**src/rtl/alu_share_arb_if.sv**
```systemverilog
// +--------------------------------------------------------------------+
// | Module   : alu_share_arb_if                                        |
// | Brief    : Request/response/alu bundle for the shared-alu arbiter. |
// | Revision : 1.0 - initial release                                   |
// +--------------------------------------------------------------------+
`default_nettype none

`ifndef ALU_OP_W
`define ALU_OP_W 4
`endif

interface alu_share_arb_if #(
    parameter int DATA_W = 32
);
    localparam int ALU_OP_W = `ALU_OP_W;

    // Port 0 request / response
    logic                req0_valid;
    logic                req0_ready;
    logic [ALU_OP_W-1:0] req0_op;
    logic [DATA_W-1:0]   req0_a;
    logic [DATA_W-1:0]   req0_b;
    logic                rsp0_valid;
    logic                rsp0_ready;
    logic [DATA_W-1:0]   rsp0_eval;
    logic                rsp0_zero;

    // Port 1 request / response
    logic                req1_valid;
    logic                req1_ready;
    logic [ALU_OP_W-1:0] req1_op;
    logic [DATA_W-1:0]   req1_a;
    logic [DATA_W-1:0]   req1_b;
    logic                rsp1_valid;
    logic                rsp1_ready;
    logic [DATA_W-1:0]   rsp1_eval;
    logic                rsp1_zero;

    // Shared alu connection
    logic [DATA_W-1:0]   alu_opp_a;
    logic [DATA_W-1:0]   alu_opp_b;
    logic [ALU_OP_W-1:0] alu_op;
    logic [DATA_W-1:0]   alu_eval;
    logic                alu_zero;

    // Requesters and result consumers
    modport master (
        output req0_valid, req0_op, req0_a, req0_b, rsp0_ready,
        output req1_valid, req1_op, req1_a, req1_b, rsp1_ready,
        input  req0_ready, rsp0_valid, rsp0_eval, rsp0_zero,
        input  req1_ready, rsp1_valid, rsp1_eval, rsp1_zero
    );

    // The arbiter itself
    modport slave (
        input  req0_valid, req0_op, req0_a, req0_b, rsp0_ready,
        input  req1_valid, req1_op, req1_a, req1_b, rsp1_ready,
        output req0_ready, rsp0_valid, rsp0_eval, rsp0_zero,
        output req1_ready, rsp1_valid, rsp1_eval, rsp1_zero,
        output alu_opp_a, alu_opp_b, alu_op,
        input  alu_eval, alu_zero
    );

    // The combinational alu being shared
    modport alu (
        input  alu_opp_a, alu_opp_b, alu_op,
        output alu_eval, alu_zero
    );
endinterface

`default_nettype wire

```
**src/rtl/alu_share_arb.sv**
```systemverilog
// +--------------------------------------------------------------------+
// | Module   : alu_share_arb                                           |
// | Brief    : Round-robin sharing of one combinational alu between    |
// |            two valid/ready requesters, one result slot per port.   |
// | Revision : 1.0 - initial release                                   |
// +--------------------------------------------------------------------+
`default_nettype none

`ifndef ALU_OP_W
`define ALU_OP_W 4
`endif

module alu_share_arb #(
    parameter int DATA_W = 32
) (
    input  wire               clk,
    input  wire               rst,
    alu_share_arb_if.slave    bus
);
    localparam int ALU_OP_W = `ALU_OP_W;

    localparam logic [DATA_W-1:0]   c_zero_data = '0;
    localparam logic [ALU_OP_W-1:0] c_zero_op   = '0;

    // Index of the port granted most recently; the other port wins a tie.
    logic               r_last_grant;

    logic               r_rsp0_valid;
    logic [DATA_W-1:0]  r_rsp0_eval;
    logic               r_rsp0_zero;
    logic               r_rsp1_valid;
    logic [DATA_W-1:0]  r_rsp1_eval;
    logic               r_rsp1_zero;

    logic               w_free0;
    logic               w_free1;
    logic               w_elig0;
    logic               w_elig1;
    logic               w_grant0;
    logic               w_grant1;

    // A slot may be refilled in the same cycle its current result drains.
    assign w_free0 = !r_rsp0_valid || bus.rsp0_ready;
    assign w_free1 = !r_rsp1_valid || bus.rsp1_ready;
    assign w_elig0 = bus.req0_valid && w_free0;
    assign w_elig1 = bus.req1_valid && w_free1;

    // Round-robin grant: sole eligible port wins, a tie goes away from r_last_grant.
    always_comb begin
        w_grant0 = 1'b0;
        w_grant1 = 1'b0;
        if (w_elig0 && w_elig1) begin
            w_grant0 = r_last_grant;
            w_grant1 = !r_last_grant;
        end else begin
            w_grant0 = w_elig0;
            w_grant1 = w_elig1;
        end
    end

    assign bus.req0_ready = w_grant0;
    assign bus.req1_ready = w_grant1;

    // Steer the granted port's operands to the alu; idle drives zeros.
    always_comb begin
        bus.alu_opp_a = c_zero_data;
        bus.alu_opp_b = c_zero_data;
        bus.alu_op    = c_zero_op;
        if (w_grant0) begin
            bus.alu_opp_a = bus.req0_a;
            bus.alu_opp_b = bus.req0_b;
            bus.alu_op    = bus.req0_op;
        end else if (w_grant1) begin
            bus.alu_opp_a = bus.req1_a;
            bus.alu_opp_b = bus.req1_b;
            bus.alu_op    = bus.req1_op;
        end
    end

    // Capture alu results into the granted port's slot and track round-robin order.
    always_ff @(posedge clk) begin
        if (rst) begin
            r_last_grant <= 1'b1;
            r_rsp0_valid <= 1'b0;
            r_rsp0_eval  <= c_zero_data;
            r_rsp0_zero  <= 1'b0;
            r_rsp1_valid <= 1'b0;
            r_rsp1_eval  <= c_zero_data;
            r_rsp1_zero  <= 1'b0;
        end else begin
            if (w_grant0) begin
                r_rsp0_valid <= 1'b1;
                r_rsp0_eval  <= bus.alu_eval;
                r_rsp0_zero  <= bus.alu_zero;
            end else if (bus.rsp0_ready) begin
                r_rsp0_valid <= 1'b0;
            end

            if (w_grant1) begin
                r_rsp1_valid <= 1'b1;
                r_rsp1_eval  <= bus.alu_eval;
                r_rsp1_zero  <= bus.alu_zero;
            end else if (bus.rsp1_ready) begin
                r_rsp1_valid <= 1'b0;
            end

            if (w_grant1) begin
                r_last_grant <= 1'b1;
            end else if (w_grant0) begin
                r_last_grant <= 1'b0;
            end
        end
    end

    assign bus.rsp0_valid = r_rsp0_valid;
    assign bus.rsp0_eval  = r_rsp0_eval;
    assign bus.rsp0_zero  = r_rsp0_zero;
    assign bus.rsp1_valid = r_rsp1_valid;
    assign bus.rsp1_eval  = r_rsp1_eval;
    assign bus.rsp1_zero  = r_rsp1_zero;

endmodule

`default_nettype wire
```
**src/flat_wrapper.sv**
```systemverilog
// flat-port wrapper written by rule: the top's interface ports become plain ports
module alu_share_arb_flat 
#(
    parameter int DATA_W = 32
)
  (clk, rst, bus_req0_valid, bus_req0_op, bus_req0_a, bus_req0_b, bus_rsp0_ready, bus_req1_valid, bus_req1_op, bus_req1_a, bus_req1_b, bus_rsp1_ready, bus_req0_ready, bus_rsp0_valid, bus_rsp0_eval, bus_rsp0_zero, bus_req1_ready, bus_rsp1_valid, bus_rsp1_eval, bus_rsp1_zero, bus_alu_opp_a, bus_alu_opp_b, bus_alu_op, bus_alu_eval, bus_alu_zero);
  alu_share_arb_if #(.DATA_W(DATA_W)) bus_i ();
  input  wire clk;
  input  wire rst;
  input wire logic [$bits(bus_i.req0_valid)-1:0] bus_req0_valid;
  input wire logic [$bits(bus_i.req0_op)-1:0] bus_req0_op;
  input wire logic [$bits(bus_i.req0_a)-1:0] bus_req0_a;
  input wire logic [$bits(bus_i.req0_b)-1:0] bus_req0_b;
  input wire logic [$bits(bus_i.rsp0_ready)-1:0] bus_rsp0_ready;
  input wire logic [$bits(bus_i.req1_valid)-1:0] bus_req1_valid;
  input wire logic [$bits(bus_i.req1_op)-1:0] bus_req1_op;
  input wire logic [$bits(bus_i.req1_a)-1:0] bus_req1_a;
  input wire logic [$bits(bus_i.req1_b)-1:0] bus_req1_b;
  input wire logic [$bits(bus_i.rsp1_ready)-1:0] bus_rsp1_ready;
  output wire logic [$bits(bus_i.req0_ready)-1:0] bus_req0_ready;
  output wire logic [$bits(bus_i.rsp0_valid)-1:0] bus_rsp0_valid;
  output wire logic [$bits(bus_i.rsp0_eval)-1:0] bus_rsp0_eval;
  output wire logic [$bits(bus_i.rsp0_zero)-1:0] bus_rsp0_zero;
  output wire logic [$bits(bus_i.req1_ready)-1:0] bus_req1_ready;
  output wire logic [$bits(bus_i.rsp1_valid)-1:0] bus_rsp1_valid;
  output wire logic [$bits(bus_i.rsp1_eval)-1:0] bus_rsp1_eval;
  output wire logic [$bits(bus_i.rsp1_zero)-1:0] bus_rsp1_zero;
  output wire logic [$bits(bus_i.alu_opp_a)-1:0] bus_alu_opp_a;
  output wire logic [$bits(bus_i.alu_opp_b)-1:0] bus_alu_opp_b;
  output wire logic [$bits(bus_i.alu_op)-1:0] bus_alu_op;
  input wire logic [$bits(bus_i.alu_eval)-1:0] bus_alu_eval;
  input wire logic [$bits(bus_i.alu_zero)-1:0] bus_alu_zero;
  assign bus_i.req0_valid = bus_req0_valid;
  assign bus_i.req0_op = bus_req0_op;
  assign bus_i.req0_a = bus_req0_a;
  assign bus_i.req0_b = bus_req0_b;
  assign bus_i.rsp0_ready = bus_rsp0_ready;
  assign bus_i.req1_valid = bus_req1_valid;
  assign bus_i.req1_op = bus_req1_op;
  assign bus_i.req1_a = bus_req1_a;
  assign bus_i.req1_b = bus_req1_b;
  assign bus_i.rsp1_ready = bus_rsp1_ready;
  assign bus_req0_ready = bus_i.req0_ready;
  assign bus_rsp0_valid = bus_i.rsp0_valid;
  assign bus_rsp0_eval = bus_i.rsp0_eval;
  assign bus_rsp0_zero = bus_i.rsp0_zero;
  assign bus_req1_ready = bus_i.req1_ready;
  assign bus_rsp1_valid = bus_i.rsp1_valid;
  assign bus_rsp1_eval = bus_i.rsp1_eval;
  assign bus_rsp1_zero = bus_i.rsp1_zero;
  assign bus_alu_opp_a = bus_i.alu_opp_a;
  assign bus_alu_opp_b = bus_i.alu_opp_b;
  assign bus_alu_op = bus_i.alu_op;
  assign bus_i.alu_eval = bus_alu_eval;
  assign bus_i.alu_zero = bus_alu_zero;
  alu_share_arb #(.DATA_W(DATA_W)) u_core (.clk(clk), .rst(rst), .bus(bus_i));
endmodule
```
**config.mk**
```make
export PLATFORM = sky130hd
export DESIGN_NAME = alu_share_arb_flat
export DESIGN_NICKNAME = d
export VERILOG_FILES = /design/src/rtl/alu_share_arb_if.sv /design/src/rtl/alu_share_arb.sv /design/src/flat_wrapper.sv
export SDC_FILE = /design/constraint.sdc
export NUM_CORES = 1
export LEC_CHECK = 0
export ABC_AREA = 1
export CAP_MARGIN = 20
export CORE_AREA = 3 3 121 123
export CTS_CLUSTER_DIAMETER = 50
export DETAILED_ROUTE_END_ITERATION = 6
export DIE_AREA = 0 0 124 126
export HOLD_SLACK_MARGIN = 0.12
export PLACE_DENSITY = 0.7
export SLEW_MARGIN = 20
export SYNTH_ARGS = -nofsm -noshare
export SYNTH_HDL_FRONTEND = slang
export SYNTH_SLANG_ARGS = --single-unit
```
**constraint.sdc**
```tcl
create_clock -name clk -period 1.9 [get_ports clk]
set_input_delay 0.19 -clock clk [delete_from_list [all_inputs] [get_ports clk]]
set_output_delay 0.19 -clock clk [all_outputs]
set_load 0.05 [all_outputs]
```
==> key figures <==
Critical path
  – Critical path class: in2out
  – Worst-path maximum fanout: 12
  – Startpoint class of the critical path: input port
  – CP arrival: 1630 ps
  – Critical path required time: roughly 1700 ps
  – CP endpoint kind: primary output

Global route
  – Antenna violations before repair: 7
  – Total grt overflow: 0
  – First-pass GRT wire length: about 26 mm
  – Vias in the first global route: between 4k and 5k
  – Pin count of the biggest net entering global routing: 68
  – Overall Global Routing Usage: between 20% and 30%

Routing
  – Top routing layer in use: met5
  – Antenna viol nets, final: 0
  – Metal2 WL: a little over 9 mm
  – M1 wire length: about 6.5 mm
  – Vias: 5043
  – Met3 Routed Length: 1.78 mm
  – DRC: 0
  – DR WL/cell: 16.0 um
  – Initial drt markers: around 290
  – Post-Route WL: between 15 and 20 mm
  – DRT Pass-1 Iters: 4
  – Post-DR vias/cell: 4.49

Floorplanning
  – Floorplan row count: 43
  – Die X: 124 um
  – Core area: 0.0138 mm2
  – I/O pin cnt: 313
  – Die Ht: between 100 and 150 um
  – DIE AREA: roughly 0.016 mm2
  – Initial Utilization: a little over a quarter

Clock tree
  – Worst-Skew Late Latency: 320 ps
  – Clock tree from TritonCTS: yes
  – CTS sink cnt: roughly 70
  – Root buf cell: clkbuf_16
  – Cts hold-fix bufs: 0
  – Inserted Clock Buffers: 9
  – Maximum buffer depth of the clock tree: 2
  – CTS clock-pin slew for the worst setup and hold paths: approximately 50 ps
  – H-tree depth: 3

Status
  – Status: complete, no violations

STA
  – Minimum clock period: 1820 ps
  – Setup Skew: between 7 and 8 ps
  – Fin. max-slew vios: 0
  – Rel. slew slack: about 53%
  – Final Hold Viols: 0
  – Slew @ Worst Pin: 704 ps
  – TNS Setup: 0 ps
  – Maximum clock rate: 549 MHz
  – Fin crit share: a little over nine tenths
  – Final worst setup slack: 78.5 ps
  – Setup Viol. Count Final: 0

Synthesis
  – Mapped Area: approximately 0.0038 mm2
  – Syn Nets: approximately 810
  – Share of the synthesized area in the top cell type: between 30% and 40%
  – YS warnings: 0
  – #FFs+latches synth: ~70
  – Synth area leaders: dfxtp_1 37%, nand2_1 27%, a21oi_1 9.0%
  – Register area share after synthesis: between 30 and 40%
  – Unique masters post-synth: 14
  – Synth Instances: approximately 640
  – Post-synth top area cell: dfxtp_1
  – Synth Area per Inst: approximately 6 um2

Power and ir drop
  – Overall power: between 6 and 7 mW
  – Power density over the cells: approximately 770 mW/mm2
  – Leakage power: about 3.8 nW
  – Max IR drop VDD: 0.654 mV

Layout
  – Layout area overhead: 115%
  – Final instance area: slightly above 0.008 mm2
  – Most frequent cells in the layout: 272 x nand2_1, 241 x clkdlybuf4s50_1, 73 x buf_12
  – Layout Nets: 1108
  – Layout cells sized above 1: approximately an eighth
  – Commonest non-fill, non-tap cell in the layout: nand2_1

Placement
  – DP HPWL: approximately 14 mm
  – Area after DPL: 0.00776 mm2
  – Placer Congestion: ~0.87
  – Dpl ws: -61.2 ps
  – Port bufs: about 310

Run
  – Max Cap Viol: 0

Hold path
  – Tightest Hold Check Type: reg2reg
==> area by class of cell <==
cell class | count | area (um2)
Antenna cell | 6 | 15.0
Clock buffer | 10 | 229
Clock inverter | 5 | 28.8
Fill cell | 1283 | 5650
Inverter | 41 | 166
Multi-Input combinational cell | 479 | 2010
Sequential cell | 69 | 1380
Tap cell | 180 | 225
Timing Repair Buffer | 333 | 4060
==> Yosys cell counts, drive strengths merged <==
master	n
nor2	66
clkbuf	9
a21oi	70
buf	40
nand2	274
dfxtp	69
nand3	68
inv	41
o211ai	1
==> kinds of logic (layout without fill, tap and decap cells) <==
logic type | after synthesis | in the layout | share of synthesized area [%]
and+or+nand+nor | 408 | 408 | 42.8
buffers and inverters | 90 | 389 | 10.9
AOI/OAI and AO/OA | 71 | 71 | 9.68
DFF | 69 | 69 | 36.6
other | 0 | 6 | 0
==> state kept, by name (all words and copies together) (netlist names) <==
register and cells:
u_core.bus.rsp1_eval 32, u_core.bus.rsp0_valid 1, u_core.bus.rsp0_eval 32, u_core.bus.rsp0_zero 1, u_core.r_last_grant 1, u_core.bus.rsp1_zero 1, u_core.bus.rsp1_valid 1
==> where the power goes <==
| group | total, mW | internal (mW) | switching (mW) | leakage, nW |
|---|---|---|---|---|
| sequential | 1.65 | 1.58 | 0.0696 | 0.573 |
| combinational | 3.10 | 1.35 | 1.75 | 3.05 |
| clock | 1.47 | 0.868 | 0.599 | 0.132 |
==> through the flow <==
step / hold slack, ps / cells / utilization [%]
after floorplan: 252 / 638 / -
after global placement: 459 / 1099 / 56.4
after detailed placement: 467 / 1099 / 56.4
after CTS: 482 / 1114 / 58.3
after global routing: 496 / 1123 / 59.0
final: 479 / 1123 / 59.0
==> final timing paths <==
| check | startpoint | end | slack (ps) | depth (start not counted) |
|---|---|---|---|---|
| setup / recovery | bus_rsp1_ready | bus_alu_opp_a[22] | 80 | 10 |
| hold reg to reg | u_core.bus.rsp0_eval[15] | u_core.bus.rsp0_eval[15] | 480 | 2 |
| setup reg to reg | u_core.bus.rsp1_valid | u_core.bus.rsp0_eval[21] | 360 | 6 |
| hold / removal | u_core.bus.rsp0_eval[15] | u_core.bus.rsp0_eval[15] | 480 | 2 |
==> critical path: stages <==
cell	delay [ps]
clkdlybuf4s50_1	470
inv_2	50
nand2_1	80
nand3_2	90
nand2_2	100
clkinv_4	110
buf_4	190
nand2_1	90
nand2_1	90
buf_12	160
==> timing repair <==
item | in CTS | in global routing
buffers inserted | 0 | 1
endpoints found under the setup margin | 30 | 67
pin swaps | 0 | 1
cloned | 0 | 2
gates resized for setup | 3 | 7
==> routing by layer <==
layer	track usage (%)	vias to the layer above
met5	0	-
met4	8.44	2
met3	8.17	24
met2	38.4	194
met1	23.0	2245
li1	-	2578
(Power assumes the default switching activity.)
